<file path="src/rtl/side_buf_pkg.sv">
// ============================================================================
// Module  : side_buf_pkg
// Brief   : Shared types, defaults and pointer helper for the side buffer FIFO.
// Revision: 1.0 - initial release
// ============================================================================
`default_nettype none

package side_buf_pkg;

    localparam int unsigned c_DEF_FLIT_W = 11;

    typedef enum logic [1:0] {
        IDLE    = 2'd0,
        WAIT    = 2'd1,
        STARVED = 2'd2
    } state_t;

    // Explicit wrap at depth-1 so non-power-of-two depths work.
    function automatic int unsigned ptr_inc(input int unsigned ptr, input int unsigned depth);
        return (ptr == depth - 1) ? 0 : ptr + 1;
    endfunction

endpackage

`default_nettype wire

</file>
<file path="src/rtl/side_buf_mem.sv">
// ============================================================================
// Module  : side_buf_mem
// Brief   : DEPTH x FLIT_W register array, one write port, async read port.
// Revision: 1.0 - initial release
// ============================================================================
`default_nettype none

module side_buf_mem
    import side_buf_pkg::*;
#(
    parameter int FLIT_W = c_DEF_FLIT_W,
    parameter int DEPTH  = 6,
    parameter int PTR_W  = $clog2(DEPTH)
) (
    input  logic              clk,
    input  logic              wr_en,
    input  logic [PTR_W-1:0]  wr_addr,
    input  logic [FLIT_W-1:0] wr_data,
    input  logic [PTR_W-1:0]  rd_addr,
    output logic [FLIT_W-1:0] rd_data
);

    logic [FLIT_W-1:0] r_mem [DEPTH];

    always_ff @(posedge clk) begin
        if (wr_en) begin
            r_mem[wr_addr] <= wr_data;
        end
    end

    assign rd_data = r_mem[rd_addr];

endmodule

`default_nettype wire

</file>
<file path="src/rtl/side_buffer_fifo.sv">
// ============================================================================
// Module  : side_buffer_fifo
// Brief   : Circular side buffer with in-order reinjection and starvation-driven
//           redirect request. Optional stats outputs under SIDE_BUF_STATS_EN.
// Revision: 1.0 - initial release
// ============================================================================
`default_nettype none

module side_buffer_fifo
    import side_buf_pkg::*;
#(
    parameter int FLIT_W       = c_DEF_FLIT_W,
    parameter int DEPTH        = 6,
    parameter int STARVE_LIMIT = 8,
    parameter int CNT_W        = $clog2(DEPTH + 1)
) (
    input  logic              clk,
    input  logic              rst_n,
    input  logic              in_valid,
    input  logic [FLIT_W-1:0] in_flit,
    output logic              in_ready,
    input  logic              slot_free,
    output logic              out_valid,
    output logic [FLIT_W-1:0] out_flit,
    output logic              force_redirect,
    output logic [CNT_W-1:0]  count,
    output logic              full,
    output logic              empty
`ifdef SIDE_BUF_STATS_EN
    ,
    output logic [CNT_W-1:0]  hwm,
    output logic [15:0]       starve_events
`endif
);

    localparam int c_PTR_W = $clog2(DEPTH);
    localparam int c_SC_W  = $clog2(STARVE_LIMIT + 1);
    localparam logic [c_SC_W-1:0] c_SC_MAX  = c_SC_W'(STARVE_LIMIT);
    localparam logic [c_SC_W-1:0] c_SC_TRIP = c_SC_W'(STARVE_LIMIT - 1);

    logic [c_PTR_W-1:0] r_wr_ptr;
    logic [c_PTR_W-1:0] r_rd_ptr;
    logic [CNT_W-1:0]   r_count;
    logic [CNT_W-1:0]   w_count_nxt;
    logic [c_SC_W-1:0]  r_starve_cnt;
    state_t             r_state;
    logic               r_force;
    logic               w_push;
    logic               w_pop;
    logic               w_to_starved;

    assign empty          = (r_count == '0);
    assign full           = (r_count == CNT_W'(DEPTH));
    assign out_valid      = !empty;
    assign w_pop          = out_valid & slot_free;
    assign in_ready       = !full | w_pop;
    assign w_push         = in_valid & in_ready;
    assign count          = r_count;
    assign force_redirect = r_force;

    // Last blocked cycle in WAIT before the redirect request is raised.
    assign w_to_starved = (r_state == WAIT) && !w_pop && (r_starve_cnt == c_SC_TRIP) && !slot_free;

    always_comb begin
        w_count_nxt = r_count;
        if (w_push && !w_pop) begin
            w_count_nxt = r_count + CNT_W'(1);
        end else if (!w_push && w_pop) begin
            w_count_nxt = r_count - CNT_W'(1);
        end
    end

    side_buf_mem #(
        .FLIT_W (FLIT_W),
        .DEPTH  (DEPTH),
        .PTR_W  (c_PTR_W)
    ) u_mem (
        .clk     (clk),
        .wr_en   (w_push),
        .wr_addr (r_wr_ptr),
        .wr_data (in_flit),
        .rd_addr (r_rd_ptr),
        .rd_data (out_flit)
    );

    always_ff @(posedge clk or negedge rst_n) begin
        if (!rst_n) begin
            r_wr_ptr <= '0;
            r_rd_ptr <= '0;
            r_count  <= '0;
        end else begin
            if (w_push) begin
                r_wr_ptr <= c_PTR_W'(ptr_inc(32'(r_wr_ptr), DEPTH));
            end
            if (w_pop) begin
                r_rd_ptr <= c_PTR_W'(ptr_inc(32'(r_rd_ptr), DEPTH));
            end
            r_count <= w_count_nxt;
        end
    end

    always_ff @(posedge clk or negedge rst_n) begin
        if (!rst_n) begin
            r_state      <= IDLE;
            r_starve_cnt <= '0;
            r_force      <= 1'b0;
        end else begin
            case (r_state)
                IDLE: begin
                    r_starve_cnt <= '0;
                    r_force      <= 1'b0;
                    if (w_push) begin
                        r_state <= WAIT;
                    end
                end
                WAIT: begin
                    if (w_pop) begin
                        r_starve_cnt <= '0;
                        if (w_count_nxt == '0) begin
                            r_state <= IDLE;
                        end
                    end else begin
                        if (r_starve_cnt != c_SC_MAX) begin
                            r_starve_cnt <= r_starve_cnt + c_SC_W'(1);
                        end
                        if (w_to_starved) begin
                            r_state <= STARVED;
                            r_force <= 1'b1;
                        end
                    end
                end
                STARVED: begin
                    if (w_pop) begin
                        r_starve_cnt <= '0;
                        r_force      <= 1'b0;
                        r_state      <= (w_count_nxt == '0) ? IDLE : WAIT;
                    end else if (r_starve_cnt != c_SC_MAX) begin
                        r_starve_cnt <= r_starve_cnt + c_SC_W'(1);
                    end
                end
                default: begin
                    r_state      <= IDLE;
                    r_starve_cnt <= '0;
                    r_force      <= 1'b0;
                end
            endcase
        end
    end

`ifdef SIDE_BUF_STATS_EN
    logic [CNT_W-1:0] r_hwm;
    logic [15:0]      r_starve_events;

    always_ff @(posedge clk or negedge rst_n) begin
        if (!rst_n) begin
            r_hwm           <= '0;
            r_starve_events <= '0;
        end else begin
            if (w_count_nxt > r_hwm) begin
                r_hwm <= w_count_nxt;
            end
            if (w_to_starved && (r_starve_events != 16'hFFFF)) begin
                r_starve_events <= r_starve_events + 16'd1;
            end
        end
    end

    assign hwm           = r_hwm;
    assign starve_events = r_starve_events;
`endif

endmodule

`default_nettype wire

</file>
<file path="config.mk">
export PLATFORM = sky130hd
export DESIGN_NAME = side_buffer_fifo
export DESIGN_NICKNAME = d
export VERILOG_FILES = /design/src/rtl/side_buf_pkg.sv /design/src/rtl/side_buf_mem.sv /design/src/rtl/side_buffer_fifo.sv
export SDC_FILE = /design/constraint.sdc
export NUM_CORES = 1
export LEC_CHECK = 0
export ABC_CLOCK_PERIOD_IN_PS = 2800
export CAP_MARGIN = 20
export CORE_ASPECT_RATIO = 1.1
export CORE_MARGIN = 4
export CORE_UTILIZATION = 35
export DETAILED_ROUTE_END_ITERATION = 16
export SLEW_MARGIN = 20
export SYNTH_ARGS = -nofsm -noshare
export SYNTH_HDL_FRONTEND = slang
export SYNTH_HIERARCHICAL = 1
export SYNTH_SLANG_ARGS = --single-unit
</file>
<file path="constraint.sdc">
create_clock -name clk -period 2.8 [get_ports clk]
set_input_delay 0.28 -clock clk [delete_from_list [all_inputs] [get_ports clk]]
set_output_delay 0.28 -clock clk [all_outputs]
set_load 0.02 [all_outputs]
</file>
==> summary.txt <==
total iterations of the first detailed-routing run: 4
Buffers on Ports: 33
Die Footprint: 12,280 sq um
DR vias/cell: 4.824
Synth Register Bits: 82
Synth top area share: 53.57%
Min Clock Period, post-route: 2.591 ns
crit path DAT: 2.31 ns
Filler cells: 980
vias: 2,190
Primary FF master, synth: edfxtp_1
Wirelength per Cell: 15.00 microns
CTS tree: done
post-route ant nets: 0
highest achievable clock rate: 386.0 MHz
Die W: 106.0 microns
startpoint types: register
CTS Sinks: 82
H-tree depth: 3
area delta synth->final: 22.25%
clock latency at the later pin of the worst-skew pair: 0.33 ns
synthesized cell area: 3700 sq um
setup TNS: 0 ns
post-synth top area cell: edfxtp_1
Synth cell types: 45
syn_nets: 287
HP Class: input pin to asynchronous set/reset pin
Max Buffers Root-to-Sink: 2
clk slew on worst S/H paths: 0.06 ns
GP Congestion: 0.8208
Setup crit end kind: primary output
clk_skew: 0.008430 ns
Clock Root Buffer: clkbuf_16
Starting Density: 35.76%
antenna fix cells: 0
largest net degree at the start of global routing: 17
Crit Path Category: register to primary output
Lkg Pwr: 1.749 nW
Mean Syn Cell Area: 14.12 sq um
final worst path period share: 92.52%
asr flop ratio synth: 19.51%
GRT overflow: 0
critical path fanouts, max: 11
Synth Warn #: 6
Setup violations, final: 0
status: completed
WP data required: 2.52 ns
Post-CTS Setup Repair Bufs: 0
worst-margin pin slew: 0.8621 ns
initial DRC count: 65
final HPWL from detailed placement: 4.540 mm
VDD IR max: 412.0 uV
Post-synth EDFFs: 66
nets: 331
# IOs: 34
synth cell count leaders: edfxtp_1 (66), mux2i_1 (34), a21oi_1 (18)
vias in the first global route: 2,253
CTS Buf Count: 9
Max Slew Vio Count: 0
Die Height: 115.8 microns
RSZ-0062 raised after global routing: false
layout cells sized above 1: 11.58%
synth top area cells: edfxtp_1 (54%), dfrtp_1 (11%), mux2i_1 (9.2%)
first-pass GRT wire length: 11.16 mm
Core ar.: 10,340 sq um
Total Wirelength: 6.812 mm
initial antenna violation count: 0
count leader, synth: edfxtp_1
Rel. slew slack: 42.31%
placed insts: 438
P per Cell Area: 1088 nW/um^2
Post-Synthesis Cells: 262
Final Hold Viols: 0
DRC viols: 0
final cell count without fillers: 454
max cap viols: 0
all-layer global routing usage: 11.81%
Rows: 39
sequential share of the synthesized area: 64.39%
[area by class of cell]
class                           instances  area [sq um]  share of cell area [%]
Clock buffer                            9         225.2                   4.979
Clock inverter                          7         98.84                   2.185
Inverter                               12         47.55                   1.051
Multi-Input combinational cell        158          1184                   26.17
Sequential cell                        82          2384                   52.70
Tap cell                              143         178.9                   3.956
Timing Repair Buffer                   43         405.4                   8.963
[critical path, stage by stage (launching register included)]
cell and delay, ns:
dfrtp_1 0.45, nor2_1 0.69, a22o_1 0.25, a21oi_1 0.05
clkdlybuf4s50_1 0.54
[cell usage in the layout, fill, tap and decap left out, types with 2 or more instances in the layout]
master / Yosys / final
a21bo_2: 2 / 2
a21o_1: 2 / 2
a21oi_1: 18 / 18
a22o_1: 11 / 11
a22oi_1: 2 / 2
buf_4: 1 / 10
bufinv_16: 0 / 2
clkbuf_16: 0 / 9
clkdlybuf4s50_1: 0 / 33
dfrtp_1: 16 / 15
edfxtp_1: 66 / 66
ha_1: 10 / 10
inv_1: 11 / 11
inv_6: 0 / 3
mux2i_1: 34 / 34
nand2_1: 17 / 17
nand2b_1: 4 / 4
nand3_1: 4 / 4
nor2_1: 13 / 13
nor3_1: 6 / 6
o2111a_1: 2 / 2
o21ai_0: 7 / 7
xnor2_1: 4 / 4
[logic make-up after synthesis]
family                     count (synthesis)  synth area share [%]
buffers and inverters                     22                 3.686
DFF                                       82                 64.39
muxes                                     34                 9.199
and+or+nand+nor                           54                 7.271
adders and majority gates                 10                 3.382
xor gates and xnor gates                   5                 1.184
AOI/OAI and AO/OA                         55                 10.89
[metrics by stage]
step | hold WS [ns] | total power, mW | instance area, sq um | setup WS [ns] | util [%]
2_1_floorplan | -0.01559 | 3.098 | 3700 | 0.1518 | -
3_3_place_gp | 0.5242 | 3.688 | 4197 | 0.4574 | 40.57
3_5_place_dp | 0.5275 | 3.717 | 4197 | 0.4298 | 40.57
4_1_cts | 0.4482 | 4.988 | 4521 | 0.07069 | 43.70
5_1_grt | 0.4749 | 5.231 | 4523 | 0.06176 | 43.72
6_report | 0.3997 | 4.922 | 4523 | 0.2094 | 43.72
[sequential cells by signal, indices dropped and copies added, names as in the netlist]
register and count:
count 3, force_redirect 1, r_rd_ptr 3, r_starve_cnt 4, r_state 2, r_wr_ptr 3
u_mem/r_mem 66
[final timing paths]
kind	start	endpoint	slack (ns)	depth (start not counted)
worst max-delay path	r_rd_ptr[2]	out_flit[10]	0.21	4
worst min register to register	r_wr_ptr[0]	r_wr_ptr[0]	0.53	1
worst max register to register	count[1]	r_state[0]	0.57	7
min in group clk	r_wr_ptr[0]	r_wr_ptr[0]	0.53	1
max in group asynchronous	rst_n	r_rd_ptr[0]	1.88	1
worst min-delay path	rst_n	r_rd_ptr[1]	0.40	1
[where the power goes]
| part | total (mW) | internal (mW) | switching [mW] | leakage [nW] |
|---|---|---|---|---|
| registers | 1.76 | 1.57 | 0.183 | 0.802 |
| logic | 1.91 | 0.889 | 1.02 | 0.790 |
| clock network | 1.26 | 0.788 | 0.469 | 0.157 |
| total | 4.92 | 3.25 | 1.67 | 1.75 |
[what timing repair did]
item	4_1_cts	5_1_grt
hold buffers	0	0
gates resized for setup	0	1
endpoints found under the setup margin	0	7
hold endpoints to repair	0	0
[per-layer routing]
layer / track usage, % / share of wire (%) / up-vias
met3: 2.786 / 4.1 / 9
met1: 14.52 / 45 / 1056
li1: - / - / 1078
met5: 0 / 0 / -
met4: 4.318 / 1.3 / 0
met2: 20.45 / 49 / 47
Power figures use the tool's default switching activity.
